--- src/rtl/boot_pkg.sv ---
// boot_pkg: shared state encoding and default protocol bytes for the boot loader
package boot_pkg;
  typedef enum logic [2:0] {IDLE, LEN0, LEN1, DATA, CSUM, RESP, RUN} state_t;
  localparam logic [7:0] MAGIC_DEF = 8'hA5;
  localparam logic [7:0] ACK_DEF = 8'h06;
  localparam logic [7:0] NAK_DEF = 8'h15;
endpackage

--- src/rtl/boot_word_assembler.sv ---
// boot_word_assembler: packs little-endian payload bytes into words and keeps the frame XOR
module boot_word_assembler (
  input  logic        clk,
  input  logic        rst,
  input  logic        clr,
  input  logic        xor_en,
  input  logic        data_en,
  input  logic [7:0]  din,
  output logic [31:0] word,
  output logic        word_done,
  output logic [7:0]  csum
);
  logic [1:0] idx;
  logic [23:0] sh;
  assign word = {din, sh};
  assign word_done = data_en & (idx == 2'd3);
  // byte index, last three payload bytes and running XOR; cleared at each frame start
  always_ff @(posedge clk or posedge rst)
    if (rst) begin
      idx <= '0;
      sh <= '0;
      csum <= '0;
    end else if (clr) begin
      idx <= '0;
      csum <= '0;
    end else begin
      if (xor_en) csum <= csum ^ din;
      if (data_en) begin
        idx <= idx + 2'd1;
        sh <= {din, sh[23:8]};
      end
    end
endmodule

--- src/rtl/uart_boot_loader.sv ---
// uart_boot_loader: receives a framed image over UART, writes it to imem, acks and releases the core
module uart_boot_loader import boot_pkg::*; #(
  parameter logic [7:0]  MAGIC = MAGIC_DEF,
  parameter int          IMEM_WORDS = 1024,
  parameter logic [31:0] BOOT_BASE = 32'h0000_0000,
  parameter int          TIMEOUT_CYCLES = 100000,
  parameter logic [7:0]  ACK_BYTE = ACK_DEF,
  parameter logic [7:0]  NAK_BYTE = NAK_DEF
) (
  input  logic        clk,
  input  logic        rst,
  input  logic [7:0]  s_axis_tdata,
  input  logic        s_axis_tvalid,
  output logic        s_axis_tready,
  output logic [7:0]  m_axis_tdata,
  output logic        m_axis_tvalid,
  input  logic        m_axis_tready,
  output logic        imem_wr_en,
  output logic [31:0] imem_wr_addr,
  output logic [31:0] imem_wr_data,
  output logic        core_rstn,
  output logic        loader_busy,
  output logic        err_checksum,
  output logic        err_length,
  output logic        err_timeout
);
  state_t state, nxt;
  logic acc, counting, timeout, clr, done, ack, nak, e_len, e_cs;
  logic [7:0] csum, len_lo;
  logic [15:0] len, widx, n;
  logic [31:0] word, cnt;
  assign s_axis_tready = state != RESP;
  assign acc = s_axis_tvalid & s_axis_tready;
  assign m_axis_tvalid = state == RESP;
  assign loader_busy = state inside {LEN0, LEN1, DATA, CSUM, RESP};
  assign counting = state inside {LEN0, LEN1, DATA, CSUM};
  assign timeout = counting & ~acc & (cnt == 32'(TIMEOUT_CYCLES - 1));
  assign n = {s_axis_tdata, len_lo};
  assign clr = acc & (s_axis_tdata == MAGIC) & (state == IDLE || state == RUN);
  boot_word_assembler u_asm (
    .clk(clk),
    .rst(rst),
    .clr(clr),
    .xor_en(acc & (state inside {LEN0, LEN1, DATA})),
    .data_en(acc & (state == DATA)),
    .din(s_axis_tdata),
    .word(word),
    .word_done(done),
    .csum(csum)
  );
  // state register
  always_ff @(posedge clk or posedge rst)
    if (rst) state <= IDLE;
    else state <= nxt;
  // next state and response selection; a timeout overrides whatever the frame was doing
  always_comb begin
    nxt = state;
    ack = 1'b0;
    nak = 1'b0;
    e_len = 1'b0;
    e_cs = 1'b0;
    case (state)
      IDLE, RUN: if (clr) nxt = LEN0;
      LEN0: if (acc) nxt = LEN1;
      LEN1: if (acc) begin
        e_len = n > 16'(IMEM_WORDS);
        nak = e_len;
        nxt = e_len ? RESP : (n == 16'd0 ? CSUM : DATA);
      end
      DATA: if (done && widx == len - 16'd1) nxt = CSUM;
      CSUM: if (acc) begin
        ack = s_axis_tdata == csum;
        e_cs = ~ack;
        nak = ~ack;
        nxt = RESP;
      end
      RESP: if (m_axis_tready) nxt = m_axis_tdata == ACK_BYTE ? RUN : IDLE;
      default: nxt = IDLE;
    endcase
    if (timeout) begin
      nak = 1'b1;
      nxt = RESP;
    end
  end
  // length/word counters, idle timer, memory write port, response byte, core reset and error flags
  always_ff @(posedge clk or posedge rst)
    if (rst) begin
      cnt <= '0;
      len_lo <= '0;
      len <= '0;
      widx <= '0;
      imem_wr_en <= 1'b0;
      imem_wr_addr <= '0;
      imem_wr_data <= '0;
      m_axis_tdata <= '0;
      core_rstn <= 1'b0;
      err_checksum <= 1'b0;
      err_length <= 1'b0;
      err_timeout <= 1'b0;
    end else begin
      cnt <= (acc || !counting) ? '0 : cnt + 32'd1;
      if (state == LEN0 && acc) len_lo <= s_axis_tdata;
      if (state == LEN1 && acc) begin
        len <= n;
        widx <= '0;
      end else if (done) widx <= widx + 16'd1;
      imem_wr_en <= done;
      if (done) begin
        imem_wr_addr <= BOOT_BASE + {14'd0, widx, 2'b00};
        imem_wr_data <= word;
      end
      if (ack || nak) m_axis_tdata <= ack ? ACK_BYTE : NAK_BYTE;
      core_rstn <= nxt == RUN;
      err_checksum <= ~clr & (err_checksum | e_cs);
      err_length <= ~clr & (err_length | e_len);
      err_timeout <= ~clr & (err_timeout | timeout);
    end
endmodule

--- config.mk ---
export PLATFORM = sky130hd
export DESIGN_NAME = uart_boot_loader
export DESIGN_NICKNAME = d
export VERILOG_FILES = /design/src/rtl/boot_pkg.sv /design/src/rtl/boot_word_assembler.sv /design/src/rtl/uart_boot_loader.sv
export SDC_FILE = /design/constraint.sdc
export NUM_CORES = 1
export LEC_CHECK = 0
export ABC_AREA = 1
export CORE_UTILIZATION = 58
export CTS_BUF_LIST = sky130_fd_sc_hd__clkbuf_8
export DETAILED_ROUTE_END_ITERATION = 8
export HOLD_SLACK_MARGIN = 0.12
export PLACE_DENSITY = 0.92
export SYNTH_ARGS = -nofsm -noshare
export SYNTH_HDL_FRONTEND = slang
export SYNTH_SLANG_ARGS = --single-unit
--- constraint.sdc ---
create_clock -name clk -period 6.7 [get_ports clk]
set_clock_uncertainty 0.15 [all_clocks]
set_input_delay 1.34 -clock clk [delete_from_list [all_inputs] [get_ports clk]]
set_output_delay 1.34 -clock clk [all_outputs]
set_load 0.01 [all_outputs]
# [Word level (Yosys, flattened, before mapping)]
# Index checks and enable logic that the tools add are counted.
[totals] latch_bits=0 in_bits=12 register_bits=170 mem_bits_rw=0 rom_bits=0 mem_count=0
[classes] n_eq_ne=14 div_mod_pow=0 n_bitwise=18 muxes=27 reduce_logical=17 add_sub_neg=4 magnitude_cmp=1 mul=0 shifts=0
[ops] operator="32-bit by 1-bit adder with 32-bit output, second input constant" count=1
[ops] operator="32-bit by 17-bit == test with 1-bit output, second input constant" count=1
[ops] operator="16-bit two-way mux" count=2
[ops] operator="32-bit two-way mux" count=1
[ops] operator="3-bit two-way mux" count=10
[ops] operator="3-bit case mux with 6 select lines" count=1
[ops] operator="16-bit by 1-bit adder with 16-bit output, second input constant" count=1
[ops] operator="16-bit == test" count=1
[ops] operator="16-bit by 11-bit > comparator with 1-bit output, second input constant" count=1
[ops] operator="16-bit logical NOT" count=1
[ops] operator="8-bit two-way mux" count=2
[ops] operator="16-bit by 1-bit subtractor with 16-bit output, second input constant" count=1
[ops] operator="3-bit == test, second input constant" count=4
[ops] operator="1-bit bitwise AND" count=11
[ops] operator="8-bit by 3-bit == test with 1-bit output, second input constant" count=1
[ops] operator="8-bit == test" count=1
[ops] operator="8-bit == test, second input constant" count=1
[ops] operator="8-bit XOR" count=1
[ops] operator="1-bit two-way mux" count=7
[ops] operator="3-bit by 2-bit == test with 1-bit output, second input constant" count=2
[ops] operator="2-bit nonzero test" count=3
[ops] operator="5-bit two-way mux" count=1
[ops] operator="5-bit nonzero test" count=1
[ops] operator="2-bit two-way mux" count=2
[ops] operator="other kinds (15)" count=23

# [Longest topological paths before layout]
[logic_depth] word_depth=9 mapped_depth=17 depth_no_buf=17

# [Cells and area by module]
# Synthesis repeated with hierarchy kept, for this count alone.
[unflattened] hier_cells=1038 area_unflattened_um2=8383.0
[modules_own_cells] module="uart_boot_loader" cells_each=870 seq_area_each_um2=3278.1 n_inst=1 area_per_inst_um2=6821.5
[modules_own_cells] module="boot_word_assembler" cells_each=168 seq_area_each_um2=850.8 n_inst=1 area_per_inst_um2=1561.5

# [Worst setup path before layout]
# No wires, ideal clock.
[synth_path] path_type="in2reg" startpoint="input port s_axis_tdata[4]" endpoint="register core_rstn" slack_ns=4.081 arrival_ns=2.355 setup_time_ns=0.114 n_path_buf=0 required_ns=6.436 path_stages=8 path_cell_list="nor4_1 > nand4_1 > nand3_1 > nand2_1 > a21oi_1 > nand2_1 > nand3_1 > inv_1"
[synth_between] elab_chain_cells=7
[synth_lines] element="start, declared" line_no="uart_boot_loader.sv:12" source="input logic [7:0] s_axis_tdata,"
[synth_lines] element="parallel branches: the longest is 4 deep, another holds 16-bit by 11-bit > comparator with 1-bit output"
[synth_lines] element="3-bit case mux with 6 select lines *" line_no="uart_boot_loader.sv:62" source="case (state)"
[synth_lines] element="3-bit two-way mux *" line_no="uart_boot_loader.sv:80" source="if (timeout) begin"
[synth_lines] element="3-bit == test *" line_no="uart_boot_loader.sv:113" source="core_rstn <= nxt == RUN;"
[synth_lines] element="end signal, assigned" line_no="uart_boot_loader.sv:96" source="core_rstn <= 1'b0;"
[synth_lines] element="end signal, assigned" line_no="uart_boot_loader.sv:113"
[synth_lines] element="end, declared" line_no="uart_boot_loader.sv:21" source="output logic core_rstn,"
# Every way passes the cells marked *.
# A chain may end at the register's enable or synchronous reset.

# [Worst setup path after layout]
[layout_path] startpoint="input port s_axis_tvalid" endpoint="register core_rstn"
[layout_between] elab_chain_cells=8
[layout_lines] element="start, declared" line_no="uart_boot_loader.sv:13" source="input logic s_axis_tvalid,"
[layout_lines] element="1-bit bitwise AND *" line_no="uart_boot_loader.sv:33" source="assign acc = s_axis_tvalid & s_axis_tready;"
[layout_lines] element="1-bit bitwise AND" line_no="uart_boot_loader.sv:45" source=".data_en(acc & (state == DATA)),"
[layout_lines] element="1-bit bitwise AND" line_no="boot_word_assembler.sv:16" source="assign word_done = data_en & (idx == 2'd3);"
[layout_lines] element="1-bit logical AND" line_no="uart_boot_loader.sv:70" source="DATA: if (done && widx == len - 16'd1) nxt = CSUM;"
[layout_lines] element="3-bit two-way mux" line_no="uart_boot_loader.sv:70"
[layout_lines] element="3-bit case mux with 6 select lines" line_no="uart_boot_loader.sv:62"
[layout_lines] element="3-bit two-way mux *" line_no="uart_boot_loader.sv:80"
[layout_lines] element="3-bit == test *" line_no="uart_boot_loader.sv:113"
# Mark *: on every way between the ends. The rest lies on a longest branch, timed or not.

==> results.yml <==
outcome:
  status: "completed"
synth:
  syn_area_um2: 8110
  ys_seq_area_share_pct: 50.9
  ys_seq_elements: 165
  synth_edf_count: 0
  synth_area_per_cell_um2: 8.24
  yosys_warnings: 0
  synth-async-reset-ratio_pct: 100
  synth.distinct_cells: 44
  syn_inst: 985
  synth_ff_type: "dfrtp_1"
route:
  postRouteAntennaNets: 0
  first_pass_iters: 5
  vias: 6814
  drcViolationCount: 0
  wl_per_cell_um: 14.7
  via_per_inst: 5.50
  routed_wl_um: 18300
  detail_route.iter0.violations: 583
clocking:
  cts_resized: 0
  postCtsHoldBufs: 0
  post-cts-setup-buffers: 0
  cts_tree: "yes"
  clk_latency_ns: 0.47
  numCtsBuffers: 17
  cts.root.buffer_cell: "clkbuf_8"
  cts_sinks: 165
  clk_path_buf_depth: 2
  htree_levels: 4
  clkTransAtPathRegs_ns: 0.09
worst_setup_path:
  slowest_delay_ns: 0.75
  startpoint_type: "primary input"
  cp_max_fo: 97
  cp.arrival_ns: 4.16
  crit_path_cell_trace: "clkdlybuf4s50_1 > nand3_4 > buf_4 > inv_1 > nand4_1 > nor2_1 > nand2_1 > nand2_1 > nand2_1 > nand3_1 > inv_1"
  worst_path_max_delay_cell: "clkdlybuf4s50_1"
  path_class: "in2reg"
  cp.required_ns: 6.96
  crit_buf_inv: 4
  cp-end-kind: "flop"
  crit_path_frequent_cell: "nand2_1"
  crit_family: "buffers and inverters"
power_and_ir_drop:
  power.switching_mw: 1.09
  switching_share_pct: 37.0
  power.internal_mw: 1.86
  leakage_nw: 4.39
  finalPower_mw: 2.96
  combPwrFrac_pct: 29.2
  clockPowerShare_pct: 25.5
  p_seq_share_pct: 45.2
  power_density_nw_per_um2: 317
  irDropWorstVdd_v: 0.000182
global_route:
  grt_first_pass_wirelength_um: 30100
  grt_pass1_vias: 6402
  antenna_found_initial: 0
  overflow: 0
  grt_use_total_pct: 26.6
  grt_max_degree: 112
sta:
  finalCriticalPeriod_ns: 3.90
  slew_violations: 0
  rsz0062_at_grt: "no"
  hold_ws_ns: 0.318
  max_freq_mhz: 257
  hold_viol_final: 0
  period_share_pct: 58.2
  setup-tns-final_ns: 0
  maxSlewHeadroom_pct: 35.0
  worst_pin_slew_ns: 0.976
  finalSetupViolCount: 0
  worst_slack_ns: 2.80
hold_path:
  hp-class: "reg2reg"
cells_and_area:
  fin_cells: 1240
  utilization_pct: 69.2
  n_antenna_cell: 0
  areaGrowthSynthToFinish_pct: 14.8
  fin_nets: 1067
  drive_gt1_share_pct: 7.33
  final_cell_area_um2: 9310
place:
  placed_area_um2: 8890
  place_congestion: 0.942
  placed_cells: 1208
  portBuffers: 71
  dpl_worst_slack_ns: 2.39
  place_hpwl_um: 12800
floorplanning:
  die_x_um: 120
  die_y_um: 120
  die-area_um2: 14500
  ios: 92
  start_util_pct: 60.3
  rows: 42
  core_um2: 13500
run:
  cap_violations: 0
==> cell type report <==
cell class                      instances  area, um2
Clock buffer                           18        248
Clock inverter                         14        174
Fill cell                             987       4140
Inverter                              125        474
Multi-Input combinational cell        667       3330
Sequential cell                       165       4130
Tap cell                              176        220
Timing Repair Buffer                   75        741
==> worst paths after layout <==
check / startpoint / to / slack [ns] / cells after the start
min reg2reg: cnt[0] / cnt[0] / 0.32 / 1
max in group asynchronous: rst / imem_wr_addr[10] / 3.86 / 3
min in group asynchronous: rst / imem_wr_data[18] / 1.32 / 2
min: cnt[0] / cnt[0] / 0.32 / 1
max: s_axis_tvalid / core_rstn / 2.80 / 11
max reg2reg: state[2] / core_rstn / 3.86 / 13
==> power by group through the flow <==
stage | Combinational (mW) | Clock, mW | Sequential [mW]
3_3_place_gp | 0.805 | 0 | 1.34
5_1_grt | 0.981 | 0.803 | 1.36
3_5_place_dp | 0.843 | 0 | 1.35
2_1_floorplan | 0.649 | 0 | 1.31
4_1_cts | 0.856 | 0.761 | 1.33
6_report | 0.864 | 0.754 | 1.34
==> per-layer routing <==
layer / global-route usage [%] / routed length [um] / vias to the layer above
met1: 33.3 / 7500 / 3223
met4: 11.9 / 561 / 0
li1: - / - / 3281
met3: 6.89 / 1070 / 58
met5: 0 / 0 / -
met2: 43.6 / 9140 / 252
==> cells in the final DEF, fill, tap and decap left out, types with 4 or more instances in the layout <==
cell / count
a32oi_1: 6
nor2_1: 82
nand3_1: 33
inv_1: 114
clkbuf_8: 18
nor2_2: 6
inv_2: 10
xnor2_1: 7
o21ai_0: 103
nor2_4: 6
o21ai_1: 5
buf_4: 4
nor3_2: 5
nand4_1: 19
clkdlybuf4s50_1: 71
nor3_1: 32
nand2_1: 240
ha_1: 4
dfrtp_1: 165
conb_1: 20
nand2_2: 4
xor2_1: 23
nor4_1: 11
a21oi_1: 35
==> flip-flops by register name (all words and copies together) (netlist names) <==
register and count:
cnt 32, imem_wr_data 32, u_asm.sh 24, imem_wr_addr 16
len 16, widx 16, len_lo 8, u_asm.csum 8
m_axis_tdata 3, state 3, u_asm.idx 2, core_rstn 1
err_checksum 1, err_length 1, err_timeout 1, imem_wr_en 1
==> synthesized netlist by cell type (2+ instances only) <==
library cell  count  share of area (%)
nand2_2           4               0.31
nor3_1           32                2.0
nor3_2            5               0.62
o21ai_0         103                6.4
dfrtp_1         165                 51
buf_4            21                1.9
o21a_1            3               0.28
nand3_4           2               0.43
ha_1              4               0.62
xnor2_1           7               0.76
nand3b_1          3               0.28
nand2_1         240                 11
clkbuf_1         19               0.88
nor4_1           11               0.85
buf_2             4               0.25
o21ai_1           5               0.31
nor2_1           82                3.8
nor2_2            6               0.46
buf_1             2              0.093
xor2_1           23                2.5
nor3_4            2               0.40
a31oi_1           3               0.23
nor2_4            6               0.83
a21oi_1          35                2.2
nand3_1          33                2.0
inv_2            10               0.46
nand2_4           2               0.28
a32oi_1           6               0.65
inv_1           114                5.3
nand4_1          19                1.5
==> kinds of logic after synthesis <==
logic type / after synthesis / synth area share [%]
xor gates and xnor gates: 30 / 3.24
other: 1 / 0.0462
and+or+nand+nor: 454 / 25.8
AOI/OAI and AO/OA: 159 / 10.4
adders and majority gates: 4 / 0.617
DFF: 165 / 50.9
buffers and inverters: 172 / 9.01
==> worst register-to-register path, cell delays in order (launching register included) <==
cell and delay, ns:
dfrtp_1 0.51, inv_2 0.07, nand3_1 0.08, inv_2 0.07
nand3_4 0.05, buf_4 0.68, inv_1 0.52, nand4_1 0.22
nor2_1 0.06, nand2_1 0.10, nand2_1 0.10, nand2_1 0.07
nand3_1 0.06, inv_1 0.05
No activity file was read; power rests on OpenSTA's default activity.
